**src/rtl/poker_stream_shifter.sv**
```systemverilog
// Poker-mode stream consumer: paces the framebuffer source, forwards each 30-bit word
// to the TLC5957 SIN lines with SCLK enable and WRTGS/LATGS latch timing, then blanks.
module poker_stream_shifter #(
    parameter int DATA_W          = 30,
    parameter int N_BITPLANES     = 10,
    parameter int WORDS_PER_PLANE = 48,
    parameter int BLANKING_CYCLES = 72,
    parameter int WRTGS_LEN       = 1,
    parameter int LATGS_LEN       = 3
) (
    input  logic              clk_33,
    input  logic              rst,
    input  logic              enable,
    input  logic              config_busy,
    input  logic [DATA_W-1:0] data,
    output logic              driver_ready,
    output logic [DATA_W-1:0] sin,
    output logic              sclk_en,
    output logic              lat,
    output logic [3:0]        plane_idx,
    output logic              frame_done
);

    localparam int WORD_W  = $clog2(WORDS_PER_PLANE);
    localparam int BLANK_W = $clog2(BLANKING_CYCLES + 1);

    localparam logic [WORD_W-1:0]  LAST_WORD  = WORD_W'(WORDS_PER_PLANE - 1);
    localparam logic [3:0]         LAST_PLANE = 4'(N_BITPLANES - 1);
    localparam logic [BLANK_W-1:0] LAST_BLANK = BLANK_W'(BLANKING_CYCLES - 1);
    localparam logic [WORD_W-1:0]  WRTGS_FROM = WORD_W'(WORDS_PER_PLANE - WRTGS_LEN);
    localparam logic [WORD_W-1:0]  LATGS_FROM = WORD_W'(WORDS_PER_PLANE - LATGS_LEN);

    typedef enum logic [1:0] {
        IDLE  = 2'd0,
        SHIFT = 2'd1,
        BLANK = 2'd2
    } state_t;

    state_t state, state_nx;

    logic [WORD_W-1:0]  word_cnt;
    logic [3:0]         plane_cnt;
    logic [BLANK_W-1:0] blank_cnt;
    logic               last_req;

    logic               vld_p0;
    logic [WORD_W-1:0]  word_p0;
    logic [3:0]         plane_p0;
    logic [WORD_W-1:0]  word_p1;

    // The final plane latches with LATGS (longer LAT), the others with WRTGS.
    function automatic logic lat_for(input logic [WORD_W-1:0] w, input logic [3:0] p);
        if (p == LAST_PLANE)
            return (w >= LATGS_FROM);
        else
            return (w >= WRTGS_FROM);
    endfunction

    assign last_req = (word_cnt == LAST_WORD) && (plane_cnt == LAST_PLANE);

    always_ff @(posedge clk_33 or posedge rst) begin
        if (rst)
            state <= IDLE;
        else
            state <= state_nx;
    end

    always_comb begin
        state_nx = state;
        case (state)
            IDLE:    if (enable && !config_busy) state_nx = SHIFT;
            SHIFT: begin
                if (config_busy)   state_nx = IDLE;
                else if (last_req) state_nx = BLANK;
            end
            BLANK: begin
                if (config_busy)                  state_nx = IDLE;
                else if (blank_cnt == LAST_BLANK) state_nx = enable ? SHIFT : IDLE;
            end
            default: state_nx = IDLE;
        endcase
    end

    // An abort must stop requests in the very cycle config_busy is seen.
    always_comb begin
        driver_ready = (state == SHIFT) && !config_busy;
    end

    // Anything heading to IDLE (frame end or abort) restarts the next frame at plane 0, word 0.
    always_ff @(posedge clk_33 or posedge rst) begin
        if (rst) begin
            word_cnt  <= '0;
            plane_cnt <= '0;
            blank_cnt <= '0;
        end else if (state_nx == IDLE) begin
            word_cnt  <= '0;
            plane_cnt <= '0;
            blank_cnt <= '0;
        end else begin
            if (driver_ready) begin
                if (word_cnt == LAST_WORD) begin
                    word_cnt  <= '0;
                    plane_cnt <= (plane_cnt == LAST_PLANE) ? 4'd0 : plane_cnt + 4'd1;
                end else begin
                    word_cnt <= word_cnt + WORD_W'(1);
                end
            end
            blank_cnt <= (state == BLANK) ? blank_cnt + BLANK_W'(1) : '0;
        end
    end

    // Stage p0: request accepted last cycle; its tag rides along while the source returns data.
    always_ff @(posedge clk_33 or posedge rst) begin
        if (rst) begin
            vld_p0   <= 1'b0;
            word_p0  <= '0;
            plane_p0 <= '0;
        end else begin
            vld_p0   <= driver_ready;
            word_p0  <= word_cnt;
            plane_p0 <= plane_cnt;
        end
    end

    // Stage p1: word captured onto the pins; config_busy drops anything still in flight.
    always_ff @(posedge clk_33 or posedge rst) begin
        if (rst) begin
            sclk_en    <= 1'b0;
            lat        <= 1'b0;
            plane_idx  <= '0;
            sin        <= '0;
            word_p1    <= '0;
            frame_done <= 1'b0;
        end else begin
            if (config_busy) begin
                sclk_en   <= 1'b0;
                lat       <= 1'b0;
                plane_idx <= '0;
            end else begin
                sclk_en <= vld_p0;
                lat     <= vld_p0 && lat_for(word_p0, plane_p0);
                if (vld_p0) begin
                    sin       <= data;
                    plane_idx <= plane_p0;
                    word_p1   <= word_p0;
                end
            end
            frame_done <= !config_busy && sclk_en &&
                          (plane_idx == LAST_PLANE) && (word_p1 == LAST_WORD);
        end
    end

endmodule
```
**config.mk**
```make
export PLATFORM = sky130hd
export DESIGN_NAME = poker_stream_shifter
export DESIGN_NICKNAME = d
export VERILOG_FILES = /design/src/rtl/poker_stream_shifter.sv
export SDC_FILE = /design/constraint.sdc
export NUM_CORES = 1
export LEC_CHECK = 0
export ABC_AREA = 1
export ABC_CLOCK_PERIOD_IN_PS = 5000
export BUFFER_PORTS_ARGS = -buffer_cell sky130_fd_sc_hd__buf_2
export CORE_ASPECT_RATIO = 1.5
export CORE_UTILIZATION = 40
export DETAILED_ROUTE_END_ITERATION = 10
export PLACE_DENSITY = 0.58
export SLEW_MARGIN = 20
export SYNTH_ARGS = -nofsm -noshare
export SYNTH_HDL_FRONTEND = slang
export SYNTH_SLANG_ARGS = --single-unit
```
**constraint.sdc**
```tcl
create_clock -name clk_33 -period 5 [get_ports clk_33]
set_clock_uncertainty 0.05 [all_clocks]
set_input_delay 0.75 -clock clk_33 [delete_from_list [all_inputs] [get_ports clk_33]]
set_output_delay 0.75 -clock clk_33 [all_outputs]
set_load 0.02 [all_outputs]
```
==> impl_metrics.yaml, run 1 <==
outcome:
  outcome: "complete, but fails checks"
  violations: "DRC"
synthesis:
  synthArstFlopShare_pct: 100
  synth-edff-count: 0
  netlist_top_cells_count: "nand2_1 (139), dfrtp_1 (73), inv_1 (19)"
  yosysTopAreaCellShare_pct: 58.8
  synth_cell_types: 32
  yosysSeqAreaShare_pct: 58.8
  synthTopCellsByArea: "dfrtp_1 (59%), nand2_1 (17%), inv_1 (2.3%)"
  ys_seq_elements: 73
  yosysMostFrequentCell: "nand2_1"
  postSynthAreaPerCell_um2: 9.49
  netlist_area_um2: 3100
  yosys_warnings: 0
  postSynthCellCount: 327
  ys.flop_type: "dfrtp_1"
  synth_largest_area_cell: "dfrtp_1"
  synth_fp_nets: 365
setup_path:
  critPathMaxStageDelay_ps: 360
  cp_top_family: "buffers and inverters"
  cp_cell_sequence: "buf_2 > nor2_4 > buf_2"
  crit-reg2reg-capture: "word_p1[4]"
  path_common_cell: "buf_2"
  timing.rr.start: "vld_p0"
  end_kind: "output pin"
  reg2regPathDepth: 6
  startpoint_type: "primary input"
  cp_max_fo: 12
  reg2reg_slack_ps: 3020
  cp.arrival_ps: 1510
  slowest_stage: "nor2_4"
  worstSetupPathType: "in -> out"
  crit_buf_inv: 2
  crit_required_ps: 4200
  critical_path.endpoint: "driver_ready"
  path_depth: 3
  crit_path_start: "config_busy"
sta:
  rsz0062_at_grt: "false"
  worstMarginPinSlew_ps: 730
  relSlewSlack_pct: 51.3
  hold_viol_final: 0
  fmax_ghz: 0.433
  drv_slew: 0
  finalCriticalPeriod_ps: 2310
  final.setup.tns_ps: 0
  fin_crit_sh_pct: 46.2
  setup_viol: 0
cts:
  clkLatencyLatePin_ps: 330
  clk_pin_slew_worst_paths_ps: 50
  cts_buffers: 9
  tritoncts: "yes"
  cts.sinks: 73
  postCtsSetupBuffers: 0
  hold_buffers: 0
  htree_levels: 3
  clockRootBuffer: "clkbuf_16"
  cts_buffer_depth: 2
  postCtsResizedCells: 0
global_route:
  grt_max_degree: 40
  grt_pass1_vias: 2265
  antenna_found_initial: 0
  grt_usage_pct: 16.3
  grt_overflow_total: 0
  grt_pass1_wl_mm: 9.88
power:
  p_leak_nw: 2.07
  ir_drop_mv: 0.198
  p_per_area_nw_per_um2: 432
layout:
  drive_above_1_share_pct: 27.0
  final_util_pct: 51.4
  area_growth_syn_to_layout_pct: 25.2
  antennaDiodeCount: 0
  num-fill-cells: 708
  nets: 440
placed_design:
  place.gp.congestion: 0.805
  post-dp-hpwl_mm: 4.25
  port_buffers: 71
detailed_routing:
  postRouteAntennaNets: 0
  vias: 2352
  drc: 2
  vias_per_cell: 4.62
  firstDrtPassIters: 7
  wl_per_cell_um: 11.7
  drt_iter0_markers: 84
  finalWirelength_mm: 5.98
floorplan:
  num_io_pins: 72
  coreArea_um2: 7560
  die_x_um: 73.9
  initial_core_util_pct: 41.0
  die_area_um2: 8120
  dieHeight_um: 110
  num_rows: 39
flow_run:
  maxCapViolCount: 0
hold_path:
  hp-class: "reg -> reg"
-- power breakdown --
| group | internal, W | switching, W | leakage, nW |
|---|---|---|---|
| clock | 0.000464 | 0.000223 | 0.157 |
| sequential | 0.000667 | 0.0000409 | 0.969 |
| combinational | 0.0000936 | 0.000188 | 0.940 |
-- layer usage --
layer | up-vias | GRT usage, % | share of wire [%]
met3 | 7 | 6.05 | 6.1
met2 | 68 | 28.8 | 50
met4 | 0 | 7.01 | 1.6
li1 | 1179 | - | -
met1 | 1098 | 16.9 | 42
met5 | - | 0 | 0
-- logic make-up (layout without fill, tap and decap cells) --
logic type,after synthesis,after routing,share of synthesized area [%]
adder cells (fa/ha/maj),4,4,1.61
AND/OR/NAND/NOR,194,194,29.4
flip-flops,73,73,58.8
AO/OA/AOI/OAI,16,16,3.35
buffers and inverters,30,110,3.95
XOR/XNOR,10,10,2.82
-- worst register-to-register path, cell delays in order (launching register included) --
cell	delay, ps
dfrtp_1	340
inv_1	80
nor2_2	480
buf_4	380
inv_2	300
nand2_1	120
o21ai_0	80
-- area by class of cell --
cell class,instances,area (um2),share of cell area [%]
Tap cell,102,128,3.29
Multi-Input combinational cell,224,1160,29.8
Timing Repair Buffer,73,370,9.53
Clock inverter,2,60.1,1.55
Sequential cell,73,1830,47.0
Clock buffer,14,264,6.80
Inverter,21,78.8,2.03
-- sequential cells by signal, summed over array words and instances, names as in the netlist, 2 cells and up --
register,cells
plane_cnt,4
state,2
sin,30
word_p0,6
word_cnt,6
word_p1,6
plane_p0,4
blank_cnt,7
plane_idx,4
-- cell usage in the layout (no fill, tap or decap), types with 3 or more instances in the layout --
master	count
inv_2	3
inv_1	18
nand4_1	3
nand2_4	4
nor2_2	3
nor2_4	3
xnor2_1	4
o21ai_0	7
clkbuf_1	3
clkbuf_16	9
dfrtp_1	73
nor2_1	17
ha_1	4
nand3_1	10
or2_2	3
o211ai_1	4
xor2_1	6
nand2_1	139
buf_2	71
-- worst min path at each step --
stage / cells past startpoint / slack (ps) / to / from
CTS: 0 / 400 / word_p0[0] / word_cnt[0]
global placement: 0 / 370 / word_p0[1] / word_cnt[1]
floorplan: 0 / 350 / word_p0[1] / word_cnt[1]
finish: 0 / 390 / word_p0[0] / word_cnt[0]
global route: 0 / 400 / word_p0[0] / word_cnt[0]
detailed placement: 0 / 380 / word_p0[0] / word_cnt[0]
-- per-stage QoR --
step	setup WS, ps	instance area [um2]	power, W	cells	hold WS, ps
floorplan	2350	3100	0.000898	327	348
global placement	2470	3560	0.00100	493	368
detailed placement	2470	3560	0.00100	493	379
CTS	2670	3880	0.00170	509	395
global route	2630	3880	0.00176	509	401
finish	2690	3880	0.00168	509	389
Power figures use the tool's default switching activity.
==> run 2: changes to the inputs <==
ABC_CLOCK_PERIOD_IN_PS = 2100   (was 5000)
PLACE_DENSITY = 0.61   (was 0.58)
clock period = 2.1 ns   (was 5 ns; I/O delays follow)
==> impl_metrics.yaml, run 2 (same netlist as run 1, synthesis figures left out) <==
hold_path:
  hold_depth: 3
  min_from: "data[0]"
  hp-class: "in -> reg"
  holdPathEnd: "sin[0]"
placed_design:
  post-dp-hpwl_mm: 4.15
  port_buffers: 71
  place.gp.congestion: 0.794
  pre_cts_ws_ps: 357
cts:
  postCtsResizedCells: 0
  clk_pin_slew_worst_paths_ps: 50
  htree_levels: 3
  postCtsSetupBuffers: 0
  clockRootBuffer: "clkbuf_16"
  cts_buffers: 9
  clkLatencyLatePin_ps: 330
  cts.sinks: 73
  cts_buffer_depth: 2
  hold_buffers: 1
  tritoncts: "yes"
setup_path:
  crit_required_ps: 1740
  reg2regPathDepth: 11
  worstSetupPathType: "reg -> out"
  path_depth: 4
  timing.rr.start: "blank_cnt[0]"
  cp_top_family: "flip-flops"
  reg2reg_slack_ps: 370
  cp_max_fo: 12
  critPathMaxStageDelay_ps: 430
  cp_cell_sequence: "inv_2 > nand2_2 > nor2_4 > buf_2"
  end_kind: "output pin"
  slowest_stage: "dfrtp_1"
  cp.arrival_ps: 1480
  crit-reg2reg-capture: "word_cnt[5]"
  crit_buf_inv: 2
  startpoint_type: "register"
power:
  p_per_area_nw_per_um2: 1000
  p_leak_nw: 2.07
  ir_drop_mv: 0.477
  total_power_w: 0.00390
sta:
  fmax_ghz: 0.542
  setup_viol: 0
  relSlewSlack_pct: 62.2
  hold_viol_final: 0
  rsz0062_at_grt: "false"
  setup_slack_ps: 256
  drv_slew: 0
  worstMarginPinSlew_ps: 566
  fin_crit_sh_pct: 87.8
  finalCriticalPeriod_ps: 1840
  final.setup.tns_ps: 0
layout:
  num-fill-cells: 707
  drive_above_1_share_pct: 27.2
  regMostFlops: "sin"
  largest_reg_flops: 30
  nets: 441
  area_growth_syn_to_layout_pct: 25.5
  final_common_cell: "nand2_1"
  antennaDiodeCount: 0
  layout_common_cells: "nand2_1 (139), dfrtp_1 (73), buf_2 (71)"
  final_util_pct: 51.5
  reg_top3: "sin (30), blank_cnt (7)"
global_route:
  grt_usage_pct: 16.1
  grt_overflow_total: 0
  grt_pass1_wl_mm: 9.67
  grt_pass1_vias: 2106
  grt_max_degree: 51
  antenna_found_initial: 0
detailed_routing:
  postRouteAntennaNets: 0
  firstDrtPassIters: 4
  finalWirelength_mm: 5.88
  vias: 2320
  vias_per_cell: 4.55
  drt_iter0_markers: 123
  drc: 0
  wl_per_cell_um: 11.5
floorplan:
  dieHeight_um: 110
  initial_core_util_pct: 41.0
  coreArea_um2: 7560
  num_io_pins: 72
  die_area_um2: 8120
  num_rows: 39
  die_x_um: 73.9
flow_run:
  maxCapViolCount: 0
outcome:
  outcome: "complete, no violations"
==> run 2: cell type report <==
class | instances | area [um2] | area share [%]
flip-flops and latches | 73 | 1830 | 46.9
clock buffers | 14 | 274 | 7.03
inverters | 21 | 82.6 | 2.12
repair buffers | 74 | 393 | 10.1
well taps | 102 | 128 | 3.28
clock inverters | 2 | 35.0 | 0.899
multi-input cells | 224 | 1160 | 29.7
==> run 2: worst max-delay path by stage <==
stage | slack (ps) | from | to
final | 260 | state[1] | driver_ready
after global routing | 190 | state[1] | driver_ready
after CTS | 230 | state[1] | driver_ready
after detailed placement | 360 | blank_cnt[0] | word_cnt[5]
after global placement | 400 | blank_cnt[0] | word_cnt[0]
after floorplan | 570 | blank_cnt[0] | plane_cnt[0]
==> run 2: power by group <==
group	internal (W)	total [W]	switching, W
registers	0.00159	0.00168	0.0000957
logic	0.000227	0.000678	0.000451
clock network	0.00101	0.00153	0.000520
total	0.00283	0.00390	0.00107
==> run 2: layer usage <==
layer / part of all wire (%) / wire, um / track usage [%]
met4: 1.9 / 111 / 7.42
met1: 42 / 2470 / 17.9
met3: 5.2 / 306 / 5.32
met2: 51 / 2990 / 27.3
met5: 0 / 0 / 0
==> run 2: worst reg2reg max path, stage by stage (launching register included) <==
cell     delay [ps]
dfrtp_1         400
ha_1            230
nand2_1          70
inv_1            60
nand3_1         120
nand2_1          60
nand2_1         180
nand2_4         110
nor2_8          160
nor2_4           60
nand2_1          80
nand2_1          50
==> run 2: metrics by stage <==
stage,hold slack (ps),area [um2],cells
after detailed placement,341,3580,493
after floorplan,348,3110,327
after CTS,128,3900,510
after global routing,140,3900,510
final,139,3900,510
after global placement,342,3580,493
